File: config.mk
export PLATFORM = sky130hd
export DESIGN_NAME = instr_sequencer_flat
export DESIGN_NICKNAME = d
export VERILOG_FILES = /design/src/rtl/instr_sequencer_if.sv /design/src/rtl/instr_sequencer.sv /design/src/flat_wrapper.sv
export SDC_FILE = /design/constraint.sdc
export NUM_CORES = 1
export LEC_CHECK = 0
export BUFFER_PORTS_ARGS = -buffer_cell sky130_fd_sc_hd__buf_2
export CAP_MARGIN = 5
export CORE_MARGIN = 2
export CORE_UTILIZATION = 55
export CTS_CLUSTER_SIZE = 12
export DETAILED_ROUTE_END_ITERATION = 6
export GPL_ROUTABILITY_DRIVEN = 0
export MAX_ROUTING_LAYER = met4
export PLACE_DENSITY = 0.75
export SYNTH_ARGS = -nofsm -noshare
export SYNTH_HDL_FRONTEND = slang
export SYNTH_SLANG_ARGS = --single-unit
File: constraint.sdc
create_clock -name clk -period 3.4 [get_ports clk]
set_clock_uncertainty 0.2 [all_clocks]
set_input_delay 0.51 -clock clk [delete_from_list [all_inputs] [get_ports clk]]
set_output_delay 0.51 -clock clk [all_outputs]
set_load 0.05 [all_outputs]
File: src/rtl/instr_sequencer_if.sv
// Bus between the instruction sequencer and its datapath/host: program/init loading, start, and issued words.
// master = sequencer side, slave = host/datapath side.
interface instr_sequencer_if #(
    parameter int PCW = 4
);
    logic           start;
    logic           prog_we;
    logic [PCW-1:0] prog_addr;
    logic [15:0]    prog_wdata;
    logic           init_we;
    logic [3:0]     init_addr;
    logic [15:0]    init_wdata;
    logic [15:0]    Instruction;
    logic [15:0]    DataInit;
    logic           InitSel;
    logic           busy;
    logic           done;
    logic [PCW-1:0] pc;

    modport master (
        input  start, prog_we, prog_addr, prog_wdata, init_we, init_addr, init_wdata,
        output Instruction, DataInit, InitSel, busy, done, pc
    );

    modport slave (
        output start, prog_we, prog_addr, prog_wdata, init_we, init_addr, init_wdata,
        input  Instruction, DataInit, InitSel, busy, done, pc
    );
endinterface

File: src/rtl/instr_sequencer.sv
// Issues one init write per register, then streams program words one per clk until HALT or end of memory.
// Outputs registered; loads are only accepted while not busy; start is ignored while busy.
module instr_sequencer #(
    parameter int          PROG_DEPTH  = 16,
    parameter int          INIT_REGS   = 16,
    parameter logic [3:0]  INIT_OPCODE = 4'h0,
    parameter logic [3:0]  HALT_OPCODE = 4'hF,
    parameter logic [15:0] NOP_INSTR   = 16'hF000
) (
    input logic               clk,
    input logic               reset,
    instr_sequencer_if.master bus
);
    localparam int PCW = (PROG_DEPTH > 1) ? $clog2(PROG_DEPTH) : 1;

    typedef enum logic [1:0] {S_IDLE, S_INIT, S_RUN, S_DONE} state_t;

    state_t         r_state;
    logic [15:0]    r_prog [PROG_DEPTH];
    logic [15:0]    r_init [16];
    logic [15:0]    r_instr;
    logic [15:0]    r_data;
    logic           r_initsel;
    logic [PCW-1:0] r_pc;
    logic [3:0]     r_idx;

    logic           w_loadable;
    logic [PCW-1:0] w_pc_nxt;
    logic [3:0]     w_idx_nxt;
    logic [15:0]    w_prog_nxt;
    logic [15:0]    w_prog_first;

    assign w_loadable   = (r_state == S_IDLE) || (r_state == S_DONE);
    assign w_pc_nxt     = r_pc + PCW'(1);
    assign w_idx_nxt    = r_idx + 4'd1;
    assign w_prog_nxt   = r_prog[w_pc_nxt];
    assign w_prog_first = r_prog[0];

    // Memories are deliberately left out of reset so a reset does not lose a loaded program.
    always_ff @(posedge clk) begin
        if (!reset && w_loadable) begin
            if (bus.prog_we && (int'(bus.prog_addr) < PROG_DEPTH))
                r_prog[bus.prog_addr] <= bus.prog_wdata;
            if (bus.init_we)
                r_init[bus.init_addr] <= bus.init_wdata;
        end
    end

    always_ff @(posedge clk) begin
        if (reset) begin
            r_state   <= S_IDLE;
            r_instr   <= NOP_INSTR;
            r_data    <= 16'h0000;
            r_initsel <= 1'b1;
            r_pc      <= '0;
            r_idx     <= 4'd0;
        end else begin
            case (r_state)
                S_IDLE, S_DONE: begin
                    if (bus.start) begin
                        r_state   <= S_INIT;
                        r_instr   <= {INIT_OPCODE, 4'd0, 8'h00};
                        r_data    <= r_init[0];
                        r_initsel <= 1'b0;
                        r_idx     <= 4'd0;
                        r_pc      <= '0;
                    end
                end
                S_INIT: begin
                    if (r_idx == 4'(INIT_REGS - 1)) begin
                        r_data    <= 16'h0000;
                        r_initsel <= 1'b1;
                        r_pc      <= '0;
                        // A HALT in word 0 means an empty program: never issue it.
                        if (w_prog_first[15:12] == HALT_OPCODE) begin
                            r_state <= S_DONE;
                            r_instr <= NOP_INSTR;
                        end else begin
                            r_state <= S_RUN;
                            r_instr <= w_prog_first;
                        end
                    end else begin
                        r_idx  <= w_idx_nxt;
                        r_instr <= {INIT_OPCODE, w_idx_nxt, 8'h00};
                        r_data <= r_init[w_idx_nxt];
                    end
                end
                S_RUN: begin
                    r_data <= 16'h0000;
                    if ((r_pc == PCW'(PROG_DEPTH - 1)) || (w_prog_nxt[15:12] == HALT_OPCODE)) begin
                        r_state <= S_DONE;
                        r_instr <= NOP_INSTR;
                    end else begin
                        r_pc    <= w_pc_nxt;
                        r_instr <= w_prog_nxt;
                    end
                end
                default: begin
                    r_state <= S_IDLE;
                    r_instr <= NOP_INSTR;
                end
            endcase
        end
    end

    assign bus.Instruction = r_instr;
    assign bus.DataInit    = r_data;
    assign bus.InitSel     = r_initsel;
    assign bus.pc          = r_pc;
    assign bus.busy        = (r_state == S_INIT) || (r_state == S_RUN);
    assign bus.done        = (r_state == S_DONE);
endmodule
File: src/flat_wrapper.sv
// flat-port wrapper written by rule: the top's interface ports become plain ports
module instr_sequencer_flat 
#(
    parameter int          PROG_DEPTH  = 16,
    parameter int          INIT_REGS   = 16,
    parameter logic [3:0]  INIT_OPCODE = 4'h0,
    parameter logic [3:0]  HALT_OPCODE = 4'hF,
    parameter logic [15:0] NOP_INSTR   = 16'hF000
)
  (clk, reset, bus_start, bus_prog_we, bus_prog_addr, bus_prog_wdata, bus_init_we, bus_init_addr, bus_init_wdata, bus_Instruction, bus_DataInit, bus_InitSel, bus_busy, bus_done, bus_pc);
  instr_sequencer_if bus_i ();
  input logic clk;
  input logic reset;
  input wire logic [$bits(bus_i.start)-1:0] bus_start;
  input wire logic [$bits(bus_i.prog_we)-1:0] bus_prog_we;
  input wire logic [$bits(bus_i.prog_addr)-1:0] bus_prog_addr;
  input wire logic [$bits(bus_i.prog_wdata)-1:0] bus_prog_wdata;
  input wire logic [$bits(bus_i.init_we)-1:0] bus_init_we;
  input wire logic [$bits(bus_i.init_addr)-1:0] bus_init_addr;
  input wire logic [$bits(bus_i.init_wdata)-1:0] bus_init_wdata;
  output wire logic [$bits(bus_i.Instruction)-1:0] bus_Instruction;
  output wire logic [$bits(bus_i.DataInit)-1:0] bus_DataInit;
  output wire logic [$bits(bus_i.InitSel)-1:0] bus_InitSel;
  output wire logic [$bits(bus_i.busy)-1:0] bus_busy;
  output wire logic [$bits(bus_i.done)-1:0] bus_done;
  output wire logic [$bits(bus_i.pc)-1:0] bus_pc;
  assign bus_i.start = bus_start;
  assign bus_i.prog_we = bus_prog_we;
  assign bus_i.prog_addr = bus_prog_addr;
  assign bus_i.prog_wdata = bus_prog_wdata;
  assign bus_i.init_we = bus_init_we;
  assign bus_i.init_addr = bus_init_addr;
  assign bus_i.init_wdata = bus_init_wdata;
  assign bus_Instruction = bus_i.Instruction;
  assign bus_DataInit = bus_i.DataInit;
  assign bus_InitSel = bus_i.InitSel;
  assign bus_busy = bus_i.busy;
  assign bus_done = bus_i.done;
  assign bus_pc = bus_i.pc;
  instr_sequencer #(.PROG_DEPTH(PROG_DEPTH), .INIT_REGS(INIT_REGS), .INIT_OPCODE(INIT_OPCODE), .HALT_OPCODE(HALT_OPCODE), .NOP_INSTR(NOP_INSTR)) u_core (.clk(clk), .reset(reset), .bus(bus_i));
endmodule
Yosys cells after proc, flatten, opt, wreduce, memory -nomap -nowiden
Memory sizes are Yosys's and may differ from the RTL's.
Cells that the tools add are included.
- $add $sub $neg: 2
- multipliers: 0
- div/mod/pow operators: 0
- order comparisons: 0
- eq/ne operators: 12
- shift operators: 0
- multiplexer cells: 28
- bitwise gates (word level): 0
- reduce and logical (&&, ||, !) cells: 12
- operator list (operator ; count):
    $mux W16 ; 6
    $pmux W16 S3 ; 2
    $eq A4 B4 Y1 const B ; 4
    $mux W4 ; 4
    $pmux W4 S3 ; 1
    $reduce_and A3 Y1 ; 4
    $mux W1 ; 9
    $add A4 B1 Y4 const B ; 2
    $pmux W4 S2 ; 1
    $mux W2 ; 3
    $ne A2 B2 Y1 const B ; 3
    $pmux W2 S3 ; 1
    $eq A2 B2 Y1 const B ; 2
    $ne A2 B1 Y1 const B ; 2
    $logic_or A1 B1 Y1 ; 3
    $eq A2 B1 Y1 const B ; 1
    $logic_not A2 Y1 ; 1
    $pmux W1 S2 ; 1
    $reduce_bool A2 Y1 ; 1
    $reduce_or A2 Y1 ; 1
    $logic_and A1 B1 Y1 ; 1
    $logic_not A1 Y1 ; 1
- register bits after elaboration: 43
- latch bits: 0
- memory bits (writable): 512
- ROM bits: 0
- input bits: 45
- output and inout port bits: 39
- memories: 2
- memories (name ; words ; bits a word ; read ports ; clocked after memory_dff ; wr ports ; RTL line ; RTL):
    u_core.r_init ; 16 ; 16 ; 2 ; 0 ; 1 ; instr_sequencer.sv:20 ; logic [15:0] r_init [16];
    u_core.r_prog ; 16 ; 16 ; 2 ; 0 ; 1 ; instr_sequencer.sv:19 ; logic [15:0] r_prog [PROG_DEPTH];

Longest topological paths before layout
An unclocked memory read counts as a cell.
- depth in word-level cells: 6
- mapped depth: 11

Worst setup path before layout
OpenSTA, ideal clock, no wires.
- kind: register to register
- start point: reg u_core.r_state[0]
- end point: mem u_core.r_prog[0][0], enable pin
- setup time: 409 ps
- data arrival time: 2846 ps
- required time: 2791 ps
- setup slack: -55 ps
- stages on the path, launching flop included: 9
- buffers on the path: 1
- clock period less this slack: 3455 ps
- cells stage by stage: dfxtp_1 inv_1 ha_1 clkbuf_1 inv_1 nor2_1 nand2_1 or3_1 nor3_1
- cells in the longest elaborated chain, start to end: 5
- elaborated cells between the ends (all ways): 6
- those cells by class: eq/ne (1); mux (2); reduce/logical (3)
- ends and longest elaborated chain (what ; RTL line ; RTL):
    start, declared ; instr_sequencer.sv:18 ; state_t r_state;
    start signal, assigned ; instr_sequencer.sv:51 ; r_state <= S_IDLE;
    start signal, assigned ; instr_sequencer.sv:61 ; r_state <= S_INIT;
    start signal, assigned ; instr_sequencer.sv:76 ; r_state <= S_DONE;
    $eq A2 B2 Y1 / $logic_not A2 Y1 (equally long branches) ; instr_sequencer.sv:33 ; assign w_loadable = (r_state == S_IDLE) || (r_state == S_DONE);
    $logic_or A1 B1 Y1 * ; instr_sequencer.sv:33 ;
    $logic_and A1 B1 Y1 * ; instr_sequencer.sv:41 ; if (!reset && w_loadable) begin
    $mux W1 * ; instr_sequencer.sv:41 ;
    $mux W1 (implied by the code) * ; instr_sequencer.sv:43 ; r_prog[bus.prog_addr] <= bus.prog_wdata;
    end, declared ; instr_sequencer.sv:19 ;
Mark *: on every way between the ends. The rest lies on a longest branch, timed or not.

Worst setup path in the final report
- start point: reg u_core.r_pc[1], in the netlist u_core.bus.pc[1]
- end point: reg u_core.r_instr[0], in the netlist u_core.bus.Instruction[0]
- cells in the longest elaborated chain, start to end: 6
- elaborated cells between the ends (all ways): 7
- those cells by class: add/sub (1); eq/ne (2); mux (2); reduce/logical (1); memory (1)
- ends and longest elaborated chain (what ; RTL line ; RTL):
    start, declared ; instr_sequencer.sv:24 ; logic [PCW-1:0] r_pc;
    start signal, assigned ; instr_sequencer.sv:94 ; r_pc <= w_pc_nxt;
    $add A4 B1 Y4 ; instr_sequencer.sv:34 ; assign w_pc_nxt = r_pc + PCW'(1);
    $mem_v2 Z16 W16 ; n/a ;
    $eq A4 B4 Y1 ; instr_sequencer.sv:90 ; if ((r_pc == PCW'(PROG_DEPTH - 1)) || (w_prog_nxt[15:12] == HALT_OPCODE)) begin
    $logic_or A1 B1 Y1 ; instr_sequencer.sv:90 ;
    $mux W16 * ; instr_sequencer.sv:90 ;
    $pmux W16 S3 * ; instr_sequencer.sv:58 ; case (r_state)
    end signal, assigned ; instr_sequencer.sv:62 ; r_instr <= {INIT_OPCODE, 4'd0, 8'h00};
    end signal, assigned ; instr_sequencer.sv:84 ; r_instr <= {INIT_OPCODE, w_idx_nxt, 8'h00};
    end signal, assigned ; instr_sequencer.sv:95 ; r_instr <= w_prog_nxt;
    end, declared ; instr_sequencer.sv:21 ; logic [15:0] r_instr;
Marked as above.
A chain may end at the register's enable or synchronous reset.

==> impl_metrics.csv <==
group,metric,value,unit
worst_setup_path,cp-end-kind,"register",
route,drtIter0Drc,1317,
placement,pre_cts_slack,0.373,ns
cts,cts_hold_buf,0,
cts,clk_pin_slew,0.06,ns
pwr,power_leakage,8.24,nW
finish,drive_gt1_frac,0.293,
yosys,synth_top_flop_cell,"edfxtp_1",
sta,setup_viol,0,
pwr,peakVddDrop,0.456,mV
sta,fin_tns_setup,0,ns
route,ant_nets,0,
sta,max_freq,327,MHz
worst_setup_path,r2r_slack,0.34,ns
status,status,"completed",
die,core_area,0.0388,mm²
cts,insertion_delay,0.60,ns
sta,timing.final.crit_share,0.900,
worst_setup_path,cp_max_fo,20,
cts,cts.sinks,555,
placement,port_buffers,83,
yosys,ys_seq_area_frac,0.748,
sta,slew_violations,0,
yosys,synth_edf_count,512,
cts,cts_root_buf,"clkbuf_16",
sta,rsz0062_at_grt,"no",
sta,setup_ws,0.341,ns
cts,cts_tree,"done",
yosys,synth.net_count,1170,
global_route,gr-total-overflow,0,
die,fp-row-count,72,
global_route,groute.usage.overall,0.253,
sta,hold_violations,0,
worst_setup_path,critPathKind,"register to register",
placement,dpl.hpwl,28800,µm
cts,ctsResizeCount,0,
route,vias_per_cell,6.30,
yosys,synth.distinct_cells,45,
global_route,grt_pass1_vias,11943,
cts,htreeDepth,2,
yosys,ys_warn_count,0,
route,routedWlPerCell,26.9,µm
yosys,synthArstFlopShare,0,
finish,syn2layout_area_growth,14.4,%
cts,ctsLongestPathBuffers,3,
cts,cts_buffers,54,
pwr,total_power,16.3,mW
worst_hold_path,hp-class,"input pin to register",
die,die-area,0.0411,mm²
finish,fin_util,0.640,
worst_setup_path,arrival,3.29,ns
yosys,syn-cell-area,0.0217,mm²
cts,cts_setup_buffers,0,
route,drc_errors,0,
global_route,grt_pass1_wl,73600,µm
global_route,antenna_found_initial,8,
die,die_x,203,µm
route,firstDrtPassIters,5,
run,cap_violations,0,
yosys,netlist_instances,1120,
worst_setup_path,critPathRequiredTime,3.64,ns
route,wirelength,49300,µm
sta,max-slew-margin-rel,0.540,
die,pin_count,84,
global_route,grt_max_degree,68,
sta,tightest_slew,0.691,ns
pwr,power.density,655,mW/mm²
yosys,syn_avg_cell_area,19.4,µm²
sta,post-route-min-period,3.06,ns
yosys,ys_ff_latch,555,
finish,layout.nets,1319,
die,start_util,0.559,
worst_setup_path,startpoint_type,"register",
die,die-height,203,µm
route,vias,11560,
per-stage QoR:
stage          instances  area [µm²]  hold WS, ns
3_5_place_dp        1731       23200        0.283
2_1_floorplan       1120       21700        0.329
5_1_grt             1835       24800       0.0870
3_3_place_gp        1731       23200        0.269
4_1_cts             1827       24800       0.0594
6_report            1835       24800       0.0786
cells in the final DEF (no fill, tap or decap), types with 8 or more instances in the layout:
cell type,instances
nand3_1,12
dfxtp_1,41
buf_4,63
nand2_1,75
mux4_2,132
edfxtp_1,512
nand2b_1,16
nor3_2,8
clkbuf_16,54
buf_2,83
inv_1,10
mux2i_1,57
clkbuf_1,28
o21ai_0,9
nor2_2,12
nor2_1,57
diode_2,8
a31oi_1,21
a211oi_1,14
a21oi_1,26
synthesized netlist by cell type, types with 2 or more instances:
| cell type | count | area [µm²] |
|---|---|---|
| edfxtp_1 | 512 | 15400 |
| mux4_2 | 132 | 2970 |
| nand2_1 | 75 | 282 |
| nor2_1 | 69 | 259 |
| mux2i_1 | 57 | 571 |
| dfxtp_1 | 43 | 861 |
| clkbuf_1 | 39 | 146 |
| a21oi_1 | 26 | 130 |
| a31oi_1 | 21 | 131 |
| nand2b_1 | 16 | 100 |
| a211oi_1 | 14 | 105 |
| nand3_1 | 12 | 60.1 |
| inv_1 | 10 | 37.5 |
| buf_1 | 9 | 33.8 |
| buf_2 | 9 | 45.0 |
| o21ai_0 | 9 | 45.0 |
| nor3_1 | 8 | 40.0 |
| a221oi_1 | 7 | 61.3 |
| a22oi_1 | 7 | 52.6 |
| ha_1 | 5 | 62.6 |
| a32oi_1 | 4 | 35.0 |
| and2_1 | 3 | 18.8 |
| xnor2_1 | 3 | 26.3 |
| buf_6 | 2 | 22.5 |
| clkinv_1 | 2 | 7.51 |
| nand3b_1 | 2 | 15.0 |
| nand4_1 | 2 | 12.5 |
| nand4b_1 | 2 | 17.5 |
| nor2b_1 | 2 | 12.5 |
| o22ai_1 | 2 | 12.5 |
| or3_1 | 2 | 12.5 |
report_power, final:
group          leakage (nW)  internal [mW]  switching (mW)
clock network         0.764           3.03            2.40
registers              4.96           7.67           0.129
logic                  2.52           1.17            1.88
registers in the layout (all words and copies together) (netlist names):
register,count
u_core.r_idx,4
u_core.bus.Instruction,16
u_core.bus.pc,4
u_core.bus.DataInit,16
u_core.r_state,2
u_core.r_prog,256
u_core.bus.InitSel,1
u_core.r_init,256
cells by family (layout without fill, tap and decap cells):
group,Yosys count,in the layout,synth area share
AOI/OAI and AO/OA,98,98,0.0308
xor gates and xnor gates,5,5,0.00236
adders and majority gates,5,5,0.00288
buffers and inverters,71,260,0.0135
DFF,555,555,0.748
muxes,190,190,0.164
other,0,8,0
and+or+nand+nor,196,196,0.0392
path summary, 6_finish.rpt:
check,start,endpoint,cells after the start
max,u_core.bus.pc[1],u_core.bus.Instruction[0],10
min,bus_init_wdata[8],u_core.r_init[2][8],1
max reg2reg,u_core.bus.pc[1],u_core.bus.Instruction[0],10
min reg2reg,u_core.bus.Instruction[13],u_core.bus.Instruction[13],2
layer usage:
metal	global-route usage	vias up	share of wire
li1	-	4855	-
met1	0.338	6001	0.39
met2	0.389	600	0.48
met3	0.0594	104	0.097
met4	0.0855	0	0.029
met5	-	-	0
area by class of cell:
class	count	area, µm²
Antenna cell	8	20.0
Clock buffer	86	1510
Clock inverter	10	65.1
Fill cell	2516	14000
Inverter	12	45.0
Multi-Input combinational cell	494	5310
Sequential cell	555	16200
Tap cell	518	648
Timing Repair Buffer	152	1010
critical path, cell delays in order (launching register included):
cell,delay [ns]
dfxtp_1,0.38
ha_2,0.29
xor2_2,0.15
buf_4,0.28
mux2i_1,0.13
a221oi_1,0.30
a32oi_1,0.25
o41ai_4,0.42
buf_4,0.28
nand2b_1,0.14
a211oi_1,0.07
(Power assumes the default switching activity.)
